==> src/rtl/rsa_pkg.sv <==
// -----------------------------------------------------------------------------
// rsa_pkg
// Shared definitions for the RSA encryption controller:
//   - controller state encoding (state_t)
//   - default public exponent and watchdog limit
//   - datapath width constants (DATA_W plaintext byte, RESULT_W ciphertext)
//   - is_active(): states in which the datapath is being driven through an
//     exponentiation and the watchdog is allowed to run
// -----------------------------------------------------------------------------
package rsa_pkg;

    localparam int DATA_W          = 8;
    localparam int RESULT_W        = 16;
    localparam int E_VALUE_DEFAULT = 17;
    localparam int TIMEOUT_DEFAULT = 128;

    typedef enum logic [3:0] {
        S_IDLE      = 4'd0,
        S_INIT      = 4'd1,
        S_WAIT_INIT = 4'd2,
        S_MUL       = 4'd3,
        S_MOD       = 4'd4,
        S_CHECK     = 4'd5,
        S_DONE      = 4'd6,
        S_CAPTURE   = 4'd7,
        S_OUT       = 4'd8
    } state_t;

    // States where the controller waits on or steps the datapath.
    function automatic logic is_active(input state_t s);
        return (s == S_WAIT_INIT) || (s == S_MUL) ||
               (s == S_MOD)       || (s == S_CHECK);
    endfunction

endpackage

==> src/rtl/rsa_watchdog.sv <==
// -----------------------------------------------------------------------------
// rsa_watchdog
// Cycle counter plus compare used to abort a stuck exponentiation.
// Only instantiated when RSA_CTRL_WATCHDOG_EN is defined.
//
// Ports:
//   clk        rising-edge clock
//   rst_n      asynchronous active-low reset
//   i_clear    restart the count from zero (controller in INIT)
//   i_count_en advance the count by one (controller in an active state)
//   o_expired  count has reached TIMEOUT_CYCLES
// -----------------------------------------------------------------------------
module rsa_watchdog
    import rsa_pkg::*;
#(
    parameter int TIMEOUT_CYCLES = TIMEOUT_DEFAULT
) (
    input  logic clk,
    input  logic rst_n,
    input  logic i_clear,
    input  logic i_count_en,
    output logic o_expired
);

    localparam int CNT_W = $clog2(TIMEOUT_CYCLES + 1);
    localparam logic [CNT_W-1:0] LIMIT = CNT_W'(TIMEOUT_CYCLES);

    logic [CNT_W-1:0] r_count;
    logic             w_at_limit;

    assign w_at_limit = (r_count == LIMIT);
    assign o_expired  = w_at_limit;

    // Saturates at the limit so a controller that ignores the expiry can
    // never see the count wrap back below it.
    always_ff @(posedge clk or negedge rst_n) begin
        if (!rst_n) begin
            r_count <= '0;
        end else if (i_clear) begin
            r_count <= '0;
        end else if (i_count_en && !w_at_limit) begin
            r_count <= r_count + 1'b1;
        end
    end

endmodule

==> src/rtl/rsa_controller.sv <==
// -----------------------------------------------------------------------------
// rsa_controller
// Sequences an external modular-exponentiation datapath to encrypt one
// plaintext byte per operation (c = m^E mod n). The datapath performs one
// multiply and one modulo per loop and raises dp_is_mult_done after E-1
// loops; the controller only steps it and handshakes the byte in and the
// 16-bit result out.
//
// Optional feature: define RSA_CTRL_WATCHDOG_EN to add a cycle watchdog that
// aborts a stalled operation, returns to IDLE without output and raises the
// sticky err_timeout flag. Without the macro err_timeout is constant 0.
//
// Ports:
//   clk, rst_n                 clock, asynchronous active-low reset
//   in_data/in_valid/in_ready  plaintext byte input handshake
//   dp_data                    byte latched for the datapath
//   dp_initialize              one-cycle datapath init pulse
//   dp_en_multiply             one-cycle multiply enable
//   dp_en_modulo               one-cycle modulo enable
//   dp_done                    one-cycle end-of-operation pulse
//   dp_is_init_done            datapath status: initialisation complete
//   dp_is_mult_done            datapath status: all loops complete
//   dp_output_data             datapath result
//   out_data/out_valid/out_ready  ciphertext output handshake
//   busy                       controller is not in IDLE
//   err_timeout                sticky watchdog error
// -----------------------------------------------------------------------------
module rsa_controller
    import rsa_pkg::*;
#(
    parameter int E_VALUE        = E_VALUE_DEFAULT,
    parameter int TIMEOUT_CYCLES = TIMEOUT_DEFAULT
) (
    input  logic                clk,
    input  logic                rst_n,
    input  logic [DATA_W-1:0]   in_data,
    input  logic                in_valid,
    output logic                in_ready,
    output logic [DATA_W-1:0]   dp_data,
    output logic                dp_initialize,
    output logic                dp_en_multiply,
    output logic                dp_en_modulo,
    output logic                dp_done,
    input  logic                dp_is_init_done,
    input  logic                dp_is_mult_done,
    input  logic [RESULT_W-1:0] dp_output_data,
    output logic [RESULT_W-1:0] out_data,
    output logic                out_valid,
    input  logic                out_ready,
    output logic                busy,
    output logic                err_timeout
);

    state_t              r_state;
    state_t              w_state_next;
    logic                r_wait_armed;
    logic                w_accept;
    logic                w_timeout;

    logic [DATA_W-1:0]   r_dp_data;
    logic                r_dp_initialize;
    logic                r_dp_en_multiply;
    logic                r_dp_en_modulo;
    logic                r_dp_done;
    logic [RESULT_W-1:0] r_out_data;
    logic                r_out_valid;

    // in_ready is gated by rst_n so every output reads 0 while reset is held.
    assign in_ready = rst_n && (r_state == S_IDLE);
    assign busy     = (r_state != S_IDLE);
    assign w_accept = in_valid && (r_state == S_IDLE);

`ifdef RSA_CTRL_WATCHDOG_EN
    logic w_wd_clear;
    logic w_wd_count;
    logic r_err_timeout;

    assign w_wd_clear = (r_state == S_INIT);
    assign w_wd_count = is_active(r_state);

    rsa_watchdog #(
        .TIMEOUT_CYCLES (TIMEOUT_CYCLES)
    ) u_watchdog (
        .clk        (clk),
        .rst_n      (rst_n),
        .i_clear    (w_wd_clear),
        .i_count_en (w_wd_count),
        .o_expired  (w_timeout)
    );

    always_ff @(posedge clk or negedge rst_n) begin
        if (!rst_n) begin
            r_err_timeout <= 1'b0;
        end else if (w_timeout && is_active(r_state)) begin
            r_err_timeout <= 1'b1;
        end
    end

    assign err_timeout = r_err_timeout;
`else
    assign w_timeout   = 1'b0;
    assign err_timeout = 1'b0;
`endif

    // State register.
    always_ff @(posedge clk or negedge rst_n) begin
        if (!rst_n) begin
            r_state      <= S_IDLE;
            r_wait_armed <= 1'b0;
        end else begin
            r_state      <= w_state_next;
            // Low during the first WAIT_INIT cycle, when dp_is_init_done may
            // still carry the previous operation's value.
            r_wait_armed <= (r_state == S_WAIT_INIT);
        end
    end

    // Next-state logic.
    always_comb begin
        w_state_next = r_state;
        case (r_state)
            S_IDLE:      if (in_valid) w_state_next = S_INIT;
            S_INIT:      w_state_next = S_WAIT_INIT;
            S_WAIT_INIT: if (r_wait_armed && dp_is_init_done) w_state_next = S_MUL;
            S_MUL:       w_state_next = S_MOD;
            S_MOD:       w_state_next = S_CHECK;
            S_CHECK:     w_state_next = dp_is_mult_done ? S_DONE : S_MUL;
            S_DONE:      w_state_next = S_CAPTURE;
            S_CAPTURE:   w_state_next = S_OUT;
            S_OUT:       if (r_out_valid && out_ready) w_state_next = S_IDLE;
            default:     w_state_next = S_IDLE;
        endcase
        // A watchdog expiry overrides any progress and drops the operation.
        if (w_timeout && is_active(r_state)) begin
            w_state_next = S_IDLE;
        end
    end

    // Registered outputs. Datapath controls are decoded from the next state,
    // so each pulse lines up with its state and at most one can be high.
    always_ff @(posedge clk or negedge rst_n) begin
        if (!rst_n) begin
            r_dp_data        <= '0;
            r_dp_initialize  <= 1'b0;
            r_dp_en_multiply <= 1'b0;
            r_dp_en_modulo   <= 1'b0;
            r_dp_done        <= 1'b0;
            r_out_data       <= '0;
            r_out_valid      <= 1'b0;
        end else begin
            if (w_accept) begin
                r_dp_data <= in_data;
            end
            r_dp_initialize  <= (w_state_next == S_INIT);
            r_dp_en_multiply <= (w_state_next == S_MUL);
            r_dp_en_modulo   <= (w_state_next == S_MOD);
            r_dp_done        <= (w_state_next == S_DONE);
            if (r_state == S_CAPTURE) begin
                r_out_data  <= dp_output_data;
                r_out_valid <= 1'b1;
            end else if (r_state == S_OUT && out_ready) begin
                r_out_valid <= 1'b0;
            end
        end
    end

    assign dp_data        = r_dp_data;
    assign dp_initialize  = r_dp_initialize;
    assign dp_en_multiply = r_dp_en_multiply;
    assign dp_en_modulo   = r_dp_en_modulo;
    assign dp_done        = r_dp_done;
    assign out_data       = r_out_data;
    assign out_valid      = r_out_valid;

endmodule

==> config.mk <==
export PLATFORM = sky130hd
export DESIGN_NAME = rsa_controller
export DESIGN_NICKNAME = d
export VERILOG_FILES = /design/src/rtl/rsa_pkg.sv /design/src/rtl/rsa_watchdog.sv /design/src/rtl/rsa_controller.sv
export SDC_FILE = /design/constraint.sdc
export NUM_CORES = 1
export LEC_CHECK = 0
export CAP_MARGIN = 20
export CORE_ASPECT_RATIO = 1.75
export CORE_MARGIN = 10
export CORE_UTILIZATION = 41
export DETAILED_ROUTE_END_ITERATION = 10
export PLACE_DENSITY = 0.79
export SLEW_MARGIN = 25
export SYNTH_ARGS = -nofsm -noshare
export SYNTH_HDL_FRONTEND = slang
export SYNTH_HIERARCHICAL = 1
export SYNTH_SLANG_ARGS = --single-unit
==> constraint.sdc <==
create_clock -name clk -period 1.94 [get_ports clk]
set_input_delay 0.388 -clock clk [delete_from_list [all_inputs] [get_ports clk]]
set_output_delay 0.388 -clock clk [all_outputs]
set_load 0.01 [all_outputs]
Word level (Yosys, flattened, before mapping)
Index checks and enable logic that the tools add are counted.

word-level totals
  input port bits = 30
  register bits = 34

cells by class
  multiplexer cells = 7
  reduce and logical (&&, ||, !) cells = 8
  equality and inequality tests = 12

operators by type and width
  operator              number
  $pmux W4 S9           1
  $eq A4 B3 Y1 const B  6
  $eq A4 B2 Y1 const B  3
  $mux W4               3
  $eq A4 B1 Y1 const B  2
  $logic_and A1 B1 Y1   5
  $eq A4 B4 Y1 const B  1
  $logic_not A4 Y1      1
  $reduce_bool A4 Y1    1
  $mux W3               1
  $mux W1               2
  $reduce_bool A2 Y1    1

Depth between registers and ports, before layout
Gate-level depths: netlist of run 1.

  depth in word-level cells = 4
  depth in mapped cells = 4
  gate-level depth less buffers = 3

Least setup slack after synthesis of run 1
OpenSTA, ideal clock, no wires.

  path type = register -> output
  start = reg r_state[3]
  end = out in_ready
  setup slack = 509 ps
  path buffers = 1
  cell stages (with the launch flop) = 4
  data arrival time = 1043 ps
  path through = dfrtp_1 -> buf_6 -> nor4_4 -> and2_2

on the way
  longest elaborated chain between the ends = 2

ends and longest elaborated chain
  what                    RTL line               RTL
  from (decl)             rsa_controller.sv:54   state_t r_state;
  from (signal assigned)  rsa_controller.sv:111  r_state <= w_state_next;
  $logic_not A4 Y1        rsa_controller.sv:69   assign in_ready = rst_n && (r_state == S_IDLE);
  $logic_and A1 B1 Y1     rsa_controller.sv:69
  to (decl)               rsa_controller.sv:38   output logic in_ready,

No other way between the ends.

Final worst setup path of run 1
Ends and elaborated chain as after synthesis.

==> run summary, run 1 <==
status = finished clean
DRT antenna net count = 0
CP peak stage delay = 0.41 ns
Crit path max-delay family = simple AND/OR/NAND/NOR gates
area of the multi-input gates = 494 sq um
Tot GR Track Use = 12.5%
#FFs+latches synth = 34
commonest non-fill, non-tap cell in the layout = clkdlybuf4s50_1
fin. max-slew vios = 0
routability cong. = 0.801
Seq/Total Area, Yosys = 60.4%
YS warnings = 6
clk root buf = clkbuf_8
Bufs on Longest Clock Path = 2
DRC Markers = 0
Cell Chain, Critical Path = nor4_4 -> and2_2 -> dlygate4sd2_1
Final setup viols = 0
Setup CP Type = flop to output port
min Tclk post-route = 1.85 ns
Net count, final = 193
initial core utilization = 41.9%
Final Cycle Share = 95.4%
Synthesized Nets = 125
I/O Buffers = 60
Rows = 28
hold buffers post-CTS = 0
Crit-path slowest cell = dfrtp_1
crit start category = flop
post-route cell area = 0.00216 sq mm
Sinks on Clock Net = 34
vias after detailed routing = 1008
Critical path buffers and inverters = 1
Critical Path End Type = output port
diode count = 0
CTS Buf Count = 5
power share of the combinational group = 49.2%
first-pass GRT wire length = 6.14 mm
Most used DFF post-synth = dfrtp_1
Area after DPL = 0.00206 sq mm
grt ovf = 0
Max VDD drop = 0.852 mV
Clock Power Share = 15.3%
Post-synth EDFFs = 0
cell area after synthesis = 0.00141 sq mm
WP data required = 1.55 ns
most frequent cells in the layout = 58 x clkdlybuf4s50_1, 34 x dfrtp_1, 16 x mux2_2
Switching Share = 32.0%
internal power = 2.37 mW
CTS tree = done
Leak = 0.976 nW
Flop pwr share = 35.5%
Area contributors post-synth = dfrtp_1 60%, mux2_2 13%, mux2_4 8.5%
drt wl/cell = 17.1 microns
Fillers = 275
vias in the first global route = 1164
Worst Skew = 0.0121 ns
pin count of the biggest net entering global routing = 35
Switch Pwr = 1.11 mW
ys async rst share = 100%
DRT iter0 DRCs = 19
post-synth top area share = 60.4%
initial antenna violation count = 0
drt first pass iters = 4
Reg area = 851 sq um
Routed WL = 3.58 mm
maxcap violations = 0
die area = 0.00627 sq mm
mean post-synth cell area = 14.8 sq um
overall die height = 97.5 microns
I/O pin cnt = 62
Power Density = 1610 mW/mm^2
flop-to-flop setup slack = 0.39 ns
core area = 0.00336 sq mm
Final HPWL DP = 2.78 mm
Max Fclk = 540 MHz
setup TNS = 0 ns
crit path DAT = 1.46 ns
Worst-path clk slew = 0.06 ns
post-synth top area cell = dfrtp_1
Clock Latency Late Sink = 0.29 ns
Via-to-Cell Ratio = 4.82
CTS H-tree lvls = 2
CP max FO = 3
fraction of layout instances using a drive strength above 1 = 26.2%
Mapped Cells = 95
synth-to-layout area growth = 53.5%
RSZ-0062 raised after global routing = false
post-synth cell types = 25
Final Hold Fails = 0
Hold Crit Class = flop to flop
die span in x = 64.3 microns
==> metrics by stage <==
step	std cells	power [mW]	setup WS (ns)	hold slack (ns)	utilization, %
after global routing	209	3.70	0.0124	0.522	64.3
after CTS	208	3.53	0.0789	0.510	64.1
after detailed placement	199	2.97	0.0133	0.496	61.2
final	209	3.48	0.0890	0.505	64.3
after floorplan	95	2.10	0.509	0.0924	-
after global placement	199	2.88	0.0227	0.487	61.2
==> worst register-to-register path: stages, from the launching register on <==
cell and delay [ns]:
dfrtp_1 0.41, nor4_4 0.32, buf_4 0.16, buf_4 0.10
nand2_4 0.11, mux2_4 0.33
==> area by class of cell <==
type / instances / share of cell area, %
clock buffer: 7 / 3.99
clock inverter: 1 / 0.231
inverter: 5 / 0.868
multi-input combinational: 50 / 22.9
sequential: 34 / 39.4
tap: 45 / 2.60
timing repair buffer: 67 / 30.1
==> sequential cells by signal (all words and copies together), names as in the netlist <==
register        count
out_valid           1
dp_done             1
r_wait_armed        1
out_data           16
dp_en_modulo        1
r_state             4
dp_data             8
dp_en_multiply      1
dp_initialize       1
==> cell families (layout without fill, tap and decap cells) <==
logic type	after synthesis	count (layout)	synth area share [%]
flops	34	34	60.4
mux	24	24	21.3
simple gates	15	15	8.53
buf+inv	11	80	4.53
compound gates	9	9	4.35
other cells	1	1	0.266
xor+xnor	1	1	0.622
==> power by group through the flow <==
stage	registers, mW	clock network (mW)	logic, mW
2_1_floorplan	1.36	0	0.736
3_3_place_gp	1.22	0	1.66
3_5_place_dp	1.26	0	1.72
4_1_cts	1.24	0.558	1.73
5_1_grt	1.28	0.586	1.84
6_report	1.24	0.532	1.71
==> cells in the mapped netlist, drive strengths merged (2+ instances only) <==
| master | n |
|---|---|
| dfrtp | 34 |
| mux2 | 24 |
| buf | 6 |
| inv | 5 |
| nand2 | 4 |
| a21oi | 3 |
| nor2 | 3 |
| nand3 | 2 |
| nor4b | 2 |
==> per-layer routing <==
| layer | track usage [%] | vias to the layer above | routed length [microns] |
|---|---|---|---|
| li1 | - | 463 | - |
| met1 | 11.4 | 516 | 1150 |
| met2 | 23.1 | 24 | 2190 |
| met3 | 4.39 | 5 | 166 |
| met4 | 5.96 | 0 | 72 |
| met5 | 0 | - | 0 |
==> worst paths after layout <==
path | start | to | cells past startpoint
worst max-delay path | r_state[3] | in_ready | 3
worst min-delay path | out_data[13] | out_data[13] | 1
worst max register to register | r_state[3] | dp_data[6] | 5
worst min register to register | out_data[13] | out_data[13] | 1
max in group asynchronous | rst_n | r_state[3] | 2
min in group asynchronous | rst_n | dp_data[4] | 2
==> what timing repair did <==
item / in CTS / in global routing
buffers inserted: 1 / 1
endpoints found under the setup margin: 2 / 1
pin swaps: 1 / 1
gates resized for setup: 2 / 0
Note: power is estimated with default switching activity, not from simulation.
==> run 2, diff against run 1 <==
--- a/config.mk
+++ b/config.mk
@@ -9,3 +9,2 @@
 export CORE_ASPECT_RATIO = 1.75
-export CORE_MARGIN = 10
 export CORE_UTILIZATION = 41
==> constraint.sdc (replaced) <==
create_clock -name clk -period 1.94 [get_ports clk]
set_input_delay 0.485 -clock clk [delete_from_list [all_inputs] [get_ports clk]]
set_output_delay 0.485 -clock clk [all_outputs]
set_load 0.01 [all_outputs]
==> run 2 against run 1 <==
  * Clock skew down 0.0035 ns
  * Cell area up 1.2%
  * Count of clock-buffer cells in the layout unchanged
  * Flip-flop and latch count unchanged
  * Critical endpoint unchanged
  * Largest power group unchanged
  * Highest routed layer unchanged
==> run summary, run 2 (synthesized netlist as in run 1, its figures left out) <==
Bufs on Longest Clock Path = 2
vias in the first global route = 953
met3 GRT Util = 4.52%
Worst Skew = 0.00867 ns
grt ovf = 0
commonest non-fill, non-tap cell in the layout = clkdlybuf4s50_1
max reg flops = 16
Final Cycle Share = 96.4%
CTS Buf Count = 5
crit path DAT = 1.39 ns
die area = 0.00368 sq mm
fin. max-slew vios = 0
Setup CP Type = flop to output port
hold buffers post-CTS = 0
most frequent cells in the layout = 58 x clkdlybuf4s50_1, 34 x dfrtp_1, 16 x mux2_2
initial antenna violation count = 0
overall die height = 79.5 microns
placed insts = 197
Via-to-Cell Ratio = 4.77
Fillers = 238
min Tclk post-route = 1.87 ns
Routed WL = 3.03 mm
WP data required = 1.45 ns
CTS H-tree lvls = 2
met2 Resource Use GR = 29.7%
clk root buf = clkbuf_8
vias after detailed routing = 997
Worst-path clk slew = 0.07 ns
core area = 0.00321 sq mm
Net count, final = 195
CP max FO = 2
drt first pass iters = 4
CTS tree = done
met1 usage = 20.6%
Sinks on Clock Net = 34
Final setup viols = 0
routability cong. = 0.792
Final Hold Fails = 0
Area after DPL = 0.00206 sq mm
diode count = 0
I/O pin cnt = 62
status = finished clean
I/O Buffers = 60
Max VDD drop = 0.887 mV
DRC Markers = 0
Critical Path End Type = output port
fraction of layout instances using a drive strength above 1 = 27.7%
pin count of the biggest net entering global routing = 35
Final HPWL DP = 2.19 mm
Clock Latency Late Sink = 0.29 ns
Hold Crit Class = flop to flop
crit start category = flop
Power Density = 1640 mW/mm^2
Final Non-Filler Cells = 209
die span in x = 46.3 microns
drt wl/cell = 14.5 microns
Tot GR Track Use = 18.6%
DRT iter0 DRCs = 11
synth-to-layout area growth = 55.3%
RSZ-0062 raised after global routing = false
Leak = 0.990 nW
post-route cell area = 0.00219 sq mm
Crit. Startpoint = r_state[3]
maxcap violations = 0
DRT antenna net count = 0
worst r2r src = r_state[3]
Rows = 27
hold_sp = out_data[4]
first-pass GRT wire length = 4.66 mm
initial core utilization = 43.9%
Max Fclk = 535 MHz
most used routing layer = met2
-- run 2: cell types whose count changed in the layout (fill, tap and decap cells not counted), sizes merged --
| cell | delta |
|---|---|
| bufinv | +1 |
| clkbuf | +1 |
| buf | +3 |
| clkinv | -1 |
| dlygate4sd2 | -2 |
-- run 2: through the flow --
stage | hold WS, ns | setup TNS (ns) | utilization [%] | worst slack, ns | power (mW)
CTS | 0.509 | 0 | 67.9 | 0.00861 | 3.60
global route | 0.520 | 0 | 68.2 | 0.0108 | 3.79
global placement | 0.487 | -0.181 | 64.1 | -0.181 | 2.84
floorplan | 0.189 | 0 | - | 0.412 | 2.10
detailed placement | 0.492 | -0.163 | 64.1 | -0.163 | 2.92
finish | 0.504 | 0 | 68.2 | 0.0698 | 3.58
-- run 2: worst max-delay path, cell delays in order, from the launching register on --
cell	delay, ns
dfrtp_1	0.41
nor4_4	0.30
buf_4	0.15
and2_2	0.14
buf_6	0.10
-- run 2: path summary, 6_finish.rpt --
path | endpoint | slack [ns] | depth (start not counted)
worst max-delay path | in_ready | 0.07 | 4
worst min-delay path | out_data[4] | 0.50 | 1
worst max register to register | dp_data[2] | 0.31 | 6
worst min register to register | out_data[4] | 0.50 | 1
max in group asynchronous | out_data[15] | 1.01 | 2
min in group asynchronous | dp_data[3] | 0.63 | 2
-- run 2: where the power goes --
group	switching, mW	leakage (nW)	internal [mW]
combinational	0.649	0.528	1.06
sequential	0.193	0.410	1.05
clock	0.247	0.0524	0.384
total	1.09	0.990	2.49
-- run 2: timing repair --
action / CTS / global route
setup endpoints to repair: 2 / 2
pin swaps: 1 / 1
setup buffers: 3 / 1
resized for setup: 5 / 3
endpoints found under the hold margin: 0 / 0
-- run 2: layer usage --
metal	vias up	share of wire (%)
met4	0	3.8
met1	486	37
li1	463	-
met3	11	4.1
met5	-	0
met2	37	55
-- run 2: cell type report --
class                      count  area (sq um)  share of cell area (%)
clock inverter                 1          30.0                    1.37
timing repair buffer          69           664                    30.4
inverter                       5          18.8                   0.858
multi-input combinational     50           494                    22.6
sequential                    34           851                    38.9
tap                           43          53.8                    2.46
clock buffer                   7          76.3                    3.49
